File: src/rtl/q_pulse_serializer_if.sv
// Valid/ready charge-value channel between a charge source and q_pulse_serializer.
interface q_pulse_serializer_if #(
    parameter int BUS_WIDTH = 10
);
    logic [BUS_WIDTH-1:0] q_value;
    logic                 q_valid;
    logic                 q_ready;

    modport master (output q_value, output q_valid, input q_ready);
    modport slave  (input q_value, input q_valid, output q_ready);
endinterface

File: src/rtl/q_pulse_serializer.sv
// Charge-to-pulse-train transmitter: emits floor(Q / Q_PER_PULSE) fixed-width pulses
// on q_serialized, each followed by an enable-gated low gap.
module q_pulse_serializer #(
    parameter int BUS_WIDTH      = 10,
    parameter int PULSE_DURATION = 3,
    parameter int GAP_DURATION   = 3,
    parameter int Q_PER_PULSE    = 1
) (
    input  logic                 clk,
    input  logic                 rst,
    input  logic                 enable,
    q_pulse_serializer_if.slave  q_if,
    output logic                 q_serialized,
    output logic                 busy,
    output logic                 pulses_ended,
    output logic [BUS_WIDTH-1:0] pulses_left
);
    localparam int MAX_DUR = (PULSE_DURATION > GAP_DURATION) ? PULSE_DURATION : GAP_DURATION;
    localparam int TW      = $clog2(MAX_DUR + 1);

    localparam logic [TW-1:0]        PD_LOAD = TW'(PULSE_DURATION - 1);
    localparam logic [TW-1:0]        GD_LOAD = TW'(GAP_DURATION - 1);
    localparam logic [TW-1:0]        T_ONE   = TW'(1);
    localparam logic [BUS_WIDTH-1:0] L_ONE   = BUS_WIDTH'(1);
    localparam logic [BUS_WIDTH-1:0] QPP     = BUS_WIDTH'(Q_PER_PULSE);

    typedef enum logic [1:0] {
        IDLE,
        HIGH,
        LOW,
        DONE
    } state_t;

    state_t               state, state_nxt;
    logic [TW-1:0]        timer, timer_nxt;
    logic [BUS_WIDTH-1:0] left_nxt;
    logic [BUS_WIDTH-1:0] quotient;
    logic                 ready_int;
    logic                 handshake;

    // Holding reset keeps q_ready low so a value offered during reset is not seen as taken.
    assign ready_int   = (state == IDLE) && enable && !rst;
    assign q_if.q_ready = ready_int;
    assign handshake   = ready_int && q_if.q_valid;
    assign quotient    = q_if.q_value / QPP;

    always_comb begin
        state_nxt = state;
        timer_nxt = timer;
        left_nxt  = pulses_left;
        case (state)
            IDLE: begin
                if (handshake) begin
                    left_nxt  = quotient;
                    timer_nxt = PD_LOAD;
                    state_nxt = (quotient == '0) ? DONE : HIGH;
                end
            end
            HIGH: begin
                // Pulse width is fixed: enable has no effect here.
                if (timer == '0) begin
                    timer_nxt = GD_LOAD;
                    state_nxt = LOW;
                end else begin
                    timer_nxt = timer - T_ONE;
                end
            end
            LOW: begin
                if (enable) begin
                    if (timer == '0) begin
                        left_nxt  = pulses_left - L_ONE;
                        timer_nxt = PD_LOAD;
                        state_nxt = (pulses_left == L_ONE) ? DONE : HIGH;
                    end else begin
                        timer_nxt = timer - T_ONE;
                    end
                end
            end
            DONE: begin
                state_nxt = IDLE;
            end
            default: begin
                state_nxt = IDLE;
            end
        endcase
    end

    // Outputs are registered images of the next state so they align with the state register.
    always_ff @(posedge clk) begin
        if (rst) begin
            state        <= IDLE;
            timer        <= '0;
            pulses_left  <= '0;
            q_serialized <= 1'b0;
            busy         <= 1'b0;
            pulses_ended <= 1'b0;
        end else begin
            state        <= state_nxt;
            timer        <= timer_nxt;
            pulses_left  <= left_nxt;
            q_serialized <= (state_nxt == HIGH);
            busy         <= (state_nxt == HIGH) || (state_nxt == LOW);
            pulses_ended <= (state_nxt == DONE);
        end
    end
endmodule

File: src/flat_wrapper.sv
// flat-port wrapper written by rule: the top's interface ports become plain ports
module q_pulse_serializer_flat 
#(
    parameter int BUS_WIDTH      = 10,
    parameter int PULSE_DURATION = 3,
    parameter int GAP_DURATION   = 3,
    parameter int Q_PER_PULSE    = 1
)
  (clk, rst, enable, q_serialized, busy, pulses_ended, pulses_left, q_if_q_value, q_if_q_valid, q_if_q_ready);
  q_pulse_serializer_if #(.BUS_WIDTH(BUS_WIDTH)) q_if_i ();
  input  logic clk;
  input  logic rst;
  input  logic enable;
  output logic q_serialized;
  output logic busy;
  output logic pulses_ended;
  output logic [BUS_WIDTH-1:0] pulses_left;
  input wire logic [$bits(q_if_i.q_value)-1:0] q_if_q_value;
  input wire logic [$bits(q_if_i.q_valid)-1:0] q_if_q_valid;
  output wire logic [$bits(q_if_i.q_ready)-1:0] q_if_q_ready;
  assign q_if_i.q_value = q_if_q_value;
  assign q_if_i.q_valid = q_if_q_valid;
  assign q_if_q_ready = q_if_i.q_ready;
  q_pulse_serializer #(.BUS_WIDTH(BUS_WIDTH), .PULSE_DURATION(PULSE_DURATION), .GAP_DURATION(GAP_DURATION), .Q_PER_PULSE(Q_PER_PULSE)) u_core (.clk(clk), .rst(rst), .enable(enable), .q_if(q_if_i), .q_serialized(q_serialized), .busy(busy), .pulses_ended(pulses_ended), .pulses_left(pulses_left));
endmodule
File: config.mk
export PLATFORM = sky130hd
export DESIGN_NAME = q_pulse_serializer_flat
export DESIGN_NICKNAME = d
export VERILOG_FILES = /design/src/rtl/q_pulse_serializer_if.sv /design/src/rtl/q_pulse_serializer.sv /design/src/flat_wrapper.sv
export SDC_FILE = /design/constraint.sdc
export NUM_CORES = 1
export LEC_CHECK = 0
export BUFFER_PORTS_ARGS = -buffer_cell sky130_fd_sc_hd__buf_4
export CAP_MARGIN = 15
export CORE_MARGIN = 2
export CORE_UTILIZATION = 25
export CTS_CLUSTER_SIZE = 14
export DETAILED_ROUTE_END_ITERATION = 8
export PLACE_DENSITY_LB_ADDON = 0.1
export SYNTH_ARGS = -nofsm -noshare
export SYNTH_HDL_FRONTEND = slang
export SYNTH_SLANG_ARGS = --single-unit
File: constraint.sdc
create_clock -name clk -period 2.35 [get_ports clk]
set_clock_uncertainty 0.15 [all_clocks]
set_input_delay 0.235 -clock clk [delete_from_list [all_inputs] [get_ports clk]]
set_output_delay 0.235 -clock clk [all_outputs]
set_load 0.05 [all_outputs]
### After elaboration in Yosys (flattened, before gate mapping)

Cells that the tools add are included.

| operators by class | value |
|---|---|
| multiplexer cells | 15 |
| add/subtract/negate cells | 2 |
| equality and inequality tests | 10 |
| reductions and logical operators | 12 |

Operator list:

| kind | number |
|---|---|
| $mux 10 | 3 |
| $pmux 10 s2 | 1 |
| $mux 2 | 9 |
| $eq 10x1->1 const B | 1 |
| $logic_not 10->1 | 1 |
| $sub 10x1->10 const B | 1 |
| $eq 2x2->1 const B | 4 |
| $pmux 2 s4 | 1 |
| $pmux 2 s3 | 1 |
| $eq 2x1->1 const B | 2 |
| $logic_not 2->1 | 2 |
| $ne 2x1->1 const B | 2 |
| $reduce_and 4->1 | 1 |
| $logic_and 1x1->1 | 3 |
| $reduce_and 3->1 | 1 |
| $reduce_bool 3->1 | 1 |
| $ne 2x2->1 const B | 1 |
| $reduce_bool 2->1 | 1 |
| $sub 2x1->2 const B | 1 |
| $logic_not 1->1 | 1 |
| $logic_or 1x1->1 | 1 |

| storage, ports and cells | value |
|---|---|
| input port bits | 14 |
| flip-flop bits (word level) | 17 |
| word-level logic and storage cells | 45 |

### Logic depth before layout (Yosys ltp)

Gate-level depths: netlist (run 1).

| depth | value |
|---|---|
| depth in word-level cells | 8 |
| mapped depth | 9 |
| mapped depth without buffers | 8 |

### Worst setup path before layout (run 1)

No wires, ideal clock.

| timing | value |
|---|---|
| path type | flip-flop to output port |
| start point | reg u_core.state[0] |
| end point | out q_if_q_ready |
| buffers on the path | 0 |
| stages on the path, launching flop included | 5 |
| path slack | 0.063 ns |
| arrival time | 1.902 ns |
| cells stage by stage | dfxtp_1 -> inv_1 -> ha_1 -> inv_1 -> nor3_1 |

| between the ends | value |
|---|---|
| word-level cells in the longest chain between the ends | 3 |

RTL lines:

| element | RTL line | text |
|---|---|---|
| from (decl) | q_pulse_serializer.sv:34 | `state_t state, state_nxt;` |
| from (signal assigned) | q_pulse_serializer.sv:98 | `state <= state_nxt;` |
| $logic_not 2->1 | q_pulse_serializer.sv:42 | `assign ready_int = (state == IDLE) && enable && !rst;` |
| $logic_and 1x1->1 (2 in series) | q_pulse_serializer.sv:42 |  |
| to (decl) | flat_wrapper.sv:20 | `output wire logic [$bits(q_if_i.q_ready)-1:0] q_if_q_ready;` |

No other way between the ends.

### Final worst setup path (run 1)

| timing | value |
|---|---|
| start point | reg u_core.state[0] |
| end point | reg u_core.pulses_ended |

| between the ends | value |
|---|---|
| word-level cells in the longest chain between the ends | 7 |
| elaborated cells on any way between the ends | 13 |
| those cells by class | eq/ne (4); mux (5); reduce/logical (4) |

RTL lines:

| element | RTL line | text |
|---|---|---|
| $logic_not 2->1 | q_pulse_serializer.sv:42, q_pulse_serializer.sv:51 |  |
| $logic_and 1x1->1 (2 in series) | q_pulse_serializer.sv:42 |  |
| $logic_and 1x1->1 | q_pulse_serializer.sv:44 | `assign handshake = ready_int && q_if.q_valid;` |
| $mux 2 | q_pulse_serializer.sv:53 | `if (handshake) begin` |
| $pmux 2 s4 * | q_pulse_serializer.sv:51 | `case (state)` |
| net u_core.state_nxt[1] | q_pulse_serializer.sv:34 |  |
| $eq 2x2->1 * | q_pulse_serializer.sv:103 | `pulses_ended <= (state_nxt == DONE);` |
| to (signal assigned) | q_pulse_serializer.sv:103 |  |
| to (decl) | q_pulse_serializer.sv:15 | `output logic pulses_ended,` |

Mark *: on every way through the listed nets, which the timed path passes. The rest lies on a longest branch.
A chain may end at the register's enable or synchronous reset.

==> results.sh, run 1 <==
export IMPL_syn2layout_area_growth_pct=25.21
export IMPL_io_pins=28
export IMPL_drt_met1_wl_um=1492
export IMPL_p_per_area_nw_per_um2=1415
export IMPL_max_cap_violations=0
export IMPL_viasPerCell=5.324
export IMPL_maxSlewViolCount=0
export IMPL_timing_slew_headroom=0.6247
export IMPL_grt_usage=0.1293
export IMPL_outcome="finished clean"
export IMPL_topRoutingLayerUsed="met4"
export IMPL_fillers=497
export IMPL_reg2reg_to="u_core.pulses_ended$_SDFF_PP0_"
export IMPL_final_common_cell="buf_4"
export IMPL_power_uw=2110
export IMPL_grt_max_degree=23
export IMPL_ant_nets=0
export IMPL_synth_top_flop_cell="dfxtp_1"
export IMPL_grt_pass1_wl_um=5285
export IMPL_cts_sink_count=17
export IMPL_post_drt_wl_per_cell_um=15.17
export IMPL_first_pass_iters=4
export IMPL_fin_nets=193
export IMPL_die_x_um=73.03
export IMPL_wl_met3_um=142
export IMPL_drtIter0Drc=44
export IMPL_hold_class="input pin to flip-flop"
export IMPL_cts_hold_fix_buffers=0
export IMPL_clkTransAtPathRegs_ns=0.08
export IMPL_die_height_um=73.03
export IMPL_route_final_wire_length_um=3367
export IMPL_netlist_instances=140
export IMPL_syn_area_per_cell_um2=8.508
export IMPL_ys_seq_area_frac=0.2857
export IMPL_ff2ff_path_depth=8
export IMPL_max_freq_mhz=454.6
export IMPL_cts_setup_buffers=0
export IMPL_p_leak_uw=0.0006018
export IMPL_ir_drop_v=0.0003347
export IMPL_max_slew_worst_pin_slew_ns=0.5578
export IMPL_period_share=0.9360
export IMPL_cts_buffers=3
export IMPL_clock_path_buffers=2
export IMPL_synth_cell_types=47
export IMPL_num_vias=1182
export IMPL_r2r_slack_ns=0.15
export IMPL_hold_end="u_core.pulses_left[7]$_SDFFE_PP0P_"
export IMPL_grt_pass1_vias=1165
export IMPL_holdWs_ns=0.1525
export IMPL_path_class="flip-flop to flip-flop"
export IMPL_gp_congestion=0.7705
export IMPL_dr_wl_met2_um=1690
export IMPL_yosysWarnings=0
export IMPL_rows=25
export IMPL_hp_start="q_if_q_value[7]"
export IMPL_coreArea_um2=4661
export IMPL_clock_latency_ns=0.26
export IMPL_setup_viol=0
export IMPL_overflow=0
export IMPL_cts_root_buf="clkbuf_8"
export IMPL_die_area_um2=5333
export IMPL_grt_antenna_before_repair=0
export IMPL_cts_resized=0
export IMPL_portBuffers=27
export IMPL_drc_errors=0
export IMPL_syn_num_nets=164
export IMPL_ys_ff_latch=17
export IMPL_synth_edf_count=0
export IMPL_cts_tree="built"
export IMPL_hold_viol=0
export IMPL_tns_ns=0
export IMPL_period_needed_ns=2.200
export IMPL_cp_max_fo=8
export IMPL_cp_data_arrival_time_ns=2.19
export IMPL_place_hpwl_um=2536
export IMPL_antenna_cells=0
export IMPL_cp_required_ns=2.34
export IMPL_rsz0062_at_grt="false"
export IMPL_critPathLaunchType="flip-flop"
export IMPL_netlist_area_um2=1191
export IMPL_h_tree_depth=1
export IMPL_regToRegStartpoint="u_core.state[0]$_SDFF_PP0_"
export IMPL_cp_end_kind="flip-flop"
export IMPL_drive_gt1_frac=0.2440
export IMPL_mostFrequentLayoutCells="31 x buf_4, 17 x dfxtp_1, 12 x inv_1"
export IMPL_postSynth_asyncResetShare=0
export IMPL_initial_utilization=0.2556
export IMPL_hold_depth=4
critical path, stage by stage, from the launching register on:
cell and delay (ns):
dfxtp_1 0.40, inv_1 0.10, ha_1 0.32, and4b_1 0.30, and4_1 0.17, o2bb2ai_1 0.27
inv_1 0.08, ha_1 0.18, nor2b_1 0.12
power by group:
group	switching, µW	internal (µW)	total [µW]	leakage [µW]
clock	113	121	233	0.0000228
combinational	889	511	1400	0.000440
sequential	91.2	385	477	0.000139
total	1090	1020	2110	0.000602
layer usage:
| metal | vias to the layer above | global-route usage |
|---|---|---|
| li1 | 578 | - |
| met1 | 571 | 0.1497 |
| met2 | 29 | 0.2282 |
| met3 | 4 | 0.03315 |
| met4 | 0 | 0.04527 |
| met5 | - | 0 |
layout make-up:
cell class                      instances  area, µm²  area share
Multi-Input combinational cell        104      760.7      0.5101
Clock buffer                            4      45.04     0.03020
Tap cell                               54      67.56     0.04530
Timing Repair Buffer                   31      232.7      0.1560
Inverter                               12      45.04     0.03020
Sequential cell                        17      340.3      0.2282
sequential cells by signal, indices dropped and copies added, names as in the netlist:
| signal | cells |
|---|---|
| u_core.pulses_left | 10 |
| u_core.state | 2 |
| u_core.timer | 2 |
| u_core.busy | 1 |
| u_core.pulses_ended | 1 |
| u_core.q_serialized | 1 |
stage by stage:
| step | utilization | instance area (µm²) | setup WS [ns] | instances |
|---|---|---|---|---|
| final | 0.3200 | 1491 | 0.1504 | 222 |
| after global routing | 0.3200 | 1491 | 0.02962 | 222 |
| after CTS | 0.3200 | 1491 | 0.1496 | 222 |
| after detailed placement | 0.3103 | 1446 | 0.1634 | 218 |
| after global placement | 0.3103 | 1446 | 0.2279 | 218 |
| after floorplan | - | 1191 | 0.06298 | 140 |
cells in the mapped netlist (2+ instances only):
master,instances,area share
dfxtp_1,17,0.29
inv_1,12,0.038
a21oi_1,11,0.046
ha_1,10,0.11
o21ai_0,10,0.042
nor2_1,9,0.028
a211oi_1,7,0.044
nand2_1,7,0.022
clkbuf_1,4,0.013
nand2b_1,3,0.016
nor2b_1,3,0.016
nor4_1,3,0.016
o2bb2ai_1,3,0.022
a31oi_1,2,0.011
and4b_1,2,0.017
buf_6,2,0.019
nand3b_1,2,0.013
nor3_1,2,0.0084
o21a_1,2,0.013
o41ai_1,2,0.015
cell families after synthesis:
| group | Yosys count | synth area share |
|---|---|---|
| DFF | 17 | 0.2857 |
| adders and majority gates | 10 | 0.1050 |
| buffers and inverters | 19 | 0.07562 |
| and+or+nand+nor | 41 | 0.2038 |
| AOI/OAI and AO/OA | 53 | 0.3299 |
worst max-delay path by stage:
stage / from / end / cells after the start
after global routing: u_core.state[0]$_SDFF_PP0_ / u_core.pulses_ended$_SDFF_PP0_ / 8
after global placement: u_core.state[1]$_SDFF_PP0_ / u_core.pulses_ended$_SDFF_PP0_ / 8
after detailed placement: u_core.state[0]$_SDFF_PP0_ / u_core.pulses_ended$_SDFF_PP0_ / 8
after floorplan: u_core.state[0]$_SDFF_PP0_ / q_if_q_ready / 4
final: u_core.state[0]$_SDFF_PP0_ / u_core.pulses_ended$_SDFF_PP0_ / 8
after CTS: u_core.state[0]$_SDFF_PP0_ / u_core.pulses_ended$_SDFF_PP0_ / 8
(Power assumes the default switching activity.)
==> run 2: changes to the inputs <==
- CORE_MARGIN: 2 -> default
==> run 2 against run 1 <==
The run now ends with design-rule violations left. Non-clock buffer count is 1 lower. Fmax grew 2.4%. Worst hold slack improved by 0.010 ns. Critical endpoint is now u_core.busy$_SDFF_PP0_. Largest cell class unchanged.
==> results.sh, run 2 (synthesized netlist as in run 1, its figures left out) <==
export IMPL_die_area_um2=5045
export IMPL_clock_latency_ns=0.25
export IMPL_gp_congestion=0.7424
export IMPL_grt_usage=0.1462
export IMPL_num_vias=1163
export IMPL_syn2layout_area_growth_pct=24.90
export IMPL_h_tree_depth=1
export IMPL_cts_tree="built"
export IMPL_path_class="flip-flop to flip-flop"
export IMPL_fin_nets=192
export IMPL_pwr_share_comb=0.664
export IMPL_grt_pass1_wl_um=5816
export IMPL_max_freq_mhz=465.4
export IMPL_ant_nets=0
export IMPL_route_final_wire_length_um=3361
export IMPL_outcome="complete, but fails checks"
export IMPL_grt_pass1_vias=1228
export IMPL_setup_viol=0
export IMPL_p_switching_uw=1092
export IMPL_tns_ns=0
export IMPL_mostFrequentLayoutCells="30 x buf_4, 17 x dfxtp_1, 12 x inv_1"
export IMPL_r2r_slack_ns=0.20
export IMPL_die_x_um=71.03
export IMPL_violations="design-rule violations"
export IMPL_drive_gt1_frac=0.2455
export IMPL_dp_cells=215
export IMPL_multi_input_area_um2=767.0
export IMPL_timing_slew_headroom=0.6106
export IMPL_seqCellArea_um2=340.3
export IMPL_rsz0062_at_grt="false"
export IMPL_max_slew_worst_pin_slew_ns=0.5787
export IMPL_cp_data_arrival_time_ns=2.19
export IMPL_rows=24
export IMPL_grt_antenna_before_repair=0
export IMPL_drtIter0Drc=36
export IMPL_clkTransAtPathRegs_ns=0.07
export IMPL_hp_start="q_if_q_value[7]"
export IMPL_reg2reg_to="u_core.busy$_SDFF_PP0_"
export IMPL_ir_drop_v=0.0006794
export IMPL_portBuffers=27
export IMPL_p_leak_uw=0.0005979
export IMPL_first_pass_iters=8
export IMPL_internal_power_uw=1013
export IMPL_initial_utilization=0.2662
export IMPL_cp_end_kind="flip-flop"
export IMPL_final_cells=219
export IMPL_regToRegStartpoint="u_core.state[0]$_SDFF_PP0_"
export IMPL_cts_sink_count=17
export IMPL_place_hpwl_um=2509
export IMPL_p_seq_frac=0.226
export IMPL_largest_register_ffs=10
export IMPL_clockPowerShare=0.109
export IMPL_final_common_cell="buf_4"
export IMPL_clock_path_buffers=2
export IMPL_io_pins=28
export IMPL_hold_end="u_core.pulses_left[7]$_SDFFE_PP0P_"
export IMPL_p_per_area_nw_per_um2=1415
export IMPL_overflow=0
export IMPL_max_cap_violations=0
export IMPL_drc_errors=3
export IMPL_antenna_cells=0
export IMPL_cp_required_ns=2.40
export IMPL_cts_root_buf="clkbuf_8"
export IMPL_fillers=483
export IMPL_hold_viol=0
export IMPL_period_share=0.9143
export IMPL_viasPerCell=5.311
export IMPL_cp_max_fo=12
export IMPL_top_regs="u_core.pulses_left: 10 flops, u_core.state: 2 flops, u_core.timer: 2 flops"
export IMPL_maxSlewViolCount=0
export IMPL_cts_buffers=3
export IMPL_post_drt_wl_per_cell_um=15.35
export IMPL_critPathLaunchType="flip-flop"
export IMPL_coreArea_um2=4474
export IMPL_ff2ff_path_depth=9
export IMPL_hold_class="input pin to flip-flop"
export IMPL_largest_register="u_core.pulses_left"
export IMPL_die_height_um=71.03
export IMPL_holdWs_ns=0.1630
export IMPL_hold_depth=4
export IMPL_grt_max_degree=23
export IMPL_swShare=0.5187
export IMPL_period_needed_ns=2.149
-- run 2: changes by cell type in the layout (fill, tap and decap cells not counted), sizes merged --
cell | previous run | this run
buf | 31 | 30
-- run 2: critical path: stages (launching register included) --
cell and delay [ns]:
dfxtp_1 0.35, inv_1 0.12, ha_1 0.32, buf_4 0.25
inv_1 0.09, o22ai_1 0.17, nor2_1 0.07, a21oi_1 0.21
ha_1 0.27, nor2_1 0.09
-- run 2: how the worst max path moves through the flow --
stage / slack [ns] / start / endpoint
floorplan: 0.06 / u_core.state[0]$_SDFF_PP0_ / q_if_q_ready
detailed placement: 0.15 / u_core.state[0]$_SDFF_PP0_ / u_core.pulses_ended$_SDFF_PP0_
global placement: 0.17 / u_core.state[0]$_SDFF_PP0_ / u_core.pulses_ended$_SDFF_PP0_
CTS: 0.14 / u_core.state[0]$_SDFF_PP0_ / u_core.pulses_ended$_SDFF_PP0_
global route: 0.0008 / u_core.state[0]$_SDFF_PP0_ / u_core.busy$_SDFF_PP0_
finish: 0.20 / u_core.state[0]$_SDFF_PP0_ / u_core.busy$_SDFF_PP0_
-- run 2: repair_timing --
| item | CTS | global route |
|---|---|---|
| hold buffers | 0 | 0 |
| buffers inserted | 0 | 0 |
| gates resized for setup | 0 | 1 |
| endpoints found under the setup margin | 0 | 2 |
-- run 2: per-layer routing --
layer  global-route usage  up-vias  part of all wire  wire length [µm]
li1                     -      580                 -                 -
met1               0.1843      553              0.46              1554
met2               0.2607       28              0.48              1615
met3              0.03276        2             0.051               170
met4              0.02000        0            0.0060                20
met5                    0        -                 0                 0
-- run 2: metrics by stage --
stage          setup WS, ns  cell area (µm²)    util  power [µW]
2_1_floorplan       0.06298             1191       -        1538
3_3_place_gp         0.1719             1436  0.3210        1871
3_5_place_dp         0.1535             1436  0.3210        1868
4_1_cts              0.1395             1481  0.3311        2111
5_1_grt           0.0007578             1488  0.3325        2315
6_report             0.2015             1488  0.3325        2105
-- run 2: layout make-up --
class	instances	area share
Multi-Input combinational cell	104	0.5156
Sequential cell	17	0.2288
Timing Repair Buffer	30	0.1514
Tap cell	52	0.04373
Clock buffer	4	0.03028
Inverter	12	0.03028
-- run 2: power groups by stage --
stage          combinational, µW  sequential [µW]  clock (µW)
2_1_floorplan                847              691           0
3_3_place_gp                1390              481           0
3_5_place_dp                1390              483           0
4_1_cts                     1390              475         243
5_1_grt                     1570              491         254
6_report                    1400              476         230
==> run 3: changes to the inputs <==
- CORE_MARGIN: default -> 4
- CORE_UTILIZATION: 25 -> 35
- MAX_ROUTING_LAYER: default -> met4
==> run 3 against run 2 <==
The flow now finishes without violations. Flip-flop and latch count stayed put. Fmax down 1.4%. Wire length decreased by 6.1%. Setup slack lost 0.031 ns. Clock-buffer cell count stayed put. Sequential power barely moved. Global-route usage rose by 1.5 points. Critical path depth is 1 lower. First-iteration DRC count is 110% higher. Sequential share of layout area increased by 0.43 points. Core utilization is 13 points higher. Total power down 3.5%. Critical path type unchanged.
==> results.sh, run 3 (synthesized netlist as in run 1, its figures left out) <==
export IMPL_cp_end_kind="flip-flop"
export IMPL_period_needed_ns=2.180
export IMPL_cts_sink_count=17
export IMPL_cts_root_buf="clkbuf_4"
export IMPL_p_per_area_nw_per_um2=1392
export IMPL_gr_usage_met1=0.2121
export IMPL_period_share=0.9276
export IMPL_cts_hold_fix_buffers=0
export IMPL_h_tree_depth=1
export IMPL_busiest_layer="met2"
export IMPL_grt_antenna_before_repair=0
export IMPL_outcome="finished clean"
export IMPL_cts_tree="built"
export IMPL_die_area_um2=4400
export IMPL_rows=20
export IMPL_clock_latency_ns=0.29
export IMPL_timing_slew_headroom=0.5937
export IMPL_portBuffers=27
export IMPL_place_area_um2=1434
export IMPL_cp_data_arrival_time_ns=2.21
export IMPL_ant_nets=0
export IMPL_met2_usage=0.2454
export IMPL_hold_class="input pin to flip-flop"
export IMPL_place_hpwl_um=2422
export IMPL_route_final_wire_length_um=3157
export IMPL_cts_buffers=3
export IMPL_clock_path_buffers=2
export IMPL_first_pass_iters=4
export IMPL_dp_cells=208
export IMPL_drtIter0Drc=76
export IMPL_gp_congestion=0.7733
export IMPL_grt_max_degree=23
export IMPL_grt_pass1_wl_um=5340
export IMPL_cts_resized=0
export IMPL_max_freq_mhz=458.8
export IMPL_cts_setup_buffers=0
export IMPL_tns_ns=0
export IMPL_cp_max_fo=8
export IMPL_p_leak_uw=0.0005940
export IMPL_initial_utilization=0.3778
export IMPL_top_regs="u_core.pulses_left: 10 flops, u_core.state: 2 flops, u_core.timer: 2 flops"
export IMPL_num_vias=1163
export IMPL_ir_drop_v=0.0006198
export IMPL_overflow=0
export IMPL_coreArea_um2=3153
export IMPL_syn2layout_area_growth_pct=22.58
export IMPL_final_common_cell="buf_4"
export IMPL_die_height_um=66.34
export IMPL_clkTransAtPathRegs_ns=0.10
export IMPL_grt_usage=0.1613
export IMPL_grtUsageMet3=0.04762
export IMPL_io_pins=28
export IMPL_fillers=331
export IMPL_drive_gt1_frac=0.2440
export IMPL_drc_errors=0
export IMPL_mostFrequentLayoutCells="31 x buf_4, 17 x dfxtp_1, 12 x inv_1"
export IMPL_cp_required_ns=2.38
export IMPL_pre_cts_slack_ns=0.2023
export IMPL_max_slew_worst_pin_slew_ns=0.6038
export IMPL_final_area_um2=1460
export IMPL_die_x_um=66.34
export IMPL_fin_nets=193
export IMPL_maxSlewViolCount=0
export IMPL_final_cells=212
export IMPL_largest_register_ffs=10
export IMPL_critPathLaunchType="flip-flop"
export IMPL_timing_final_ws_setup_ns=0.1702
export IMPL_viasPerCell=5.486
export IMPL_rsz0062_at_grt="false"
export IMPL_hold_viol=0
export IMPL_post_drt_wl_per_cell_um=14.89
export IMPL_largest_register="u_core.pulses_left"
export IMPL_setup_viol=0
export IMPL_antenna_cells=0
export IMPL_max_cap_violations=0
export IMPL_grt_pass1_vias=1119
export IMPL_path_class="flip-flop to flip-flop"
[run 3: changes by cell type in the layout (fill, tap and decap cells not counted), sizes merged]
cell	before	now
buf	30	31
[run 3: critical path, cell delays in order (launching register included)]
cell       delay (ns)
dfxtp_1          0.40
inv_1            0.10
ha_1             0.32
and4b_1          0.30
and4_1           0.16
o2bb2ai_1        0.26
inv_1            0.08
ha_1             0.18
nor2b_1          0.12
[run 3: path summary, 6_finish.rpt]
check	from	endpoint	slack, ns	depth (start not counted)
min reg2reg	u_core.timer[0]$_SDFFE_PP0P_	u_core.timer[0]$_SDFFE_PP0P_	0.37	2
max	u_core.state[0]$_SDFF_PP0_	u_core.pulses_ended$_SDFF_PP0_	0.17	8
min	q_if_q_value[7]	u_core.pulses_left[7]$_SDFFE_PP0P_	0.12	4
max reg2reg	u_core.state[0]$_SDFF_PP0_	u_core.pulses_ended$_SDFF_PP0_	0.17	8
[run 3: cell type report]
| cell class | count | area (µm²) | area share |
|---|---|---|---|
| clock buffers | 4 | 26.28 | 0.01799 |
| flip-flops and latches | 17 | 340.3 | 0.2331 |
| multi-input cells | 104 | 760.7 | 0.5210 |
| inverters | 12 | 45.04 | 0.03085 |
| repair buffers | 31 | 232.7 | 0.1594 |
| well taps | 44 | 55.05 | 0.03770 |
[run 3: per-layer routing]
metal,up-vias,share of wire
met5,-,0
met4,0,0.0060
met3,2,0.047
met2,33,0.47
met1,551,0.48
li1,577,-
[run 3: power breakdown]
part           internal, µW  switching, µW  total [µW]  leakage, µW
Sequential              385           94.0         479     0.000139
Combinational           514            881        1390     0.000440
Clock                  66.0           91.7         158    0.0000150
[run 3: stage by stage]
step / hold WS, ns / utilization / total power, µW
2_1_floorplan: 0.2984 / - / 1538
3_3_place_gp: 0.3535 / 0.4548 / 1856
3_5_place_dp: 0.3606 / 0.4548 / 1882
4_1_cts: 0.1039 / 0.4631 / 2049
5_1_grt: 0.1116 / 0.4631 / 2220
6_report: 0.1183 / 0.4631 / 2032
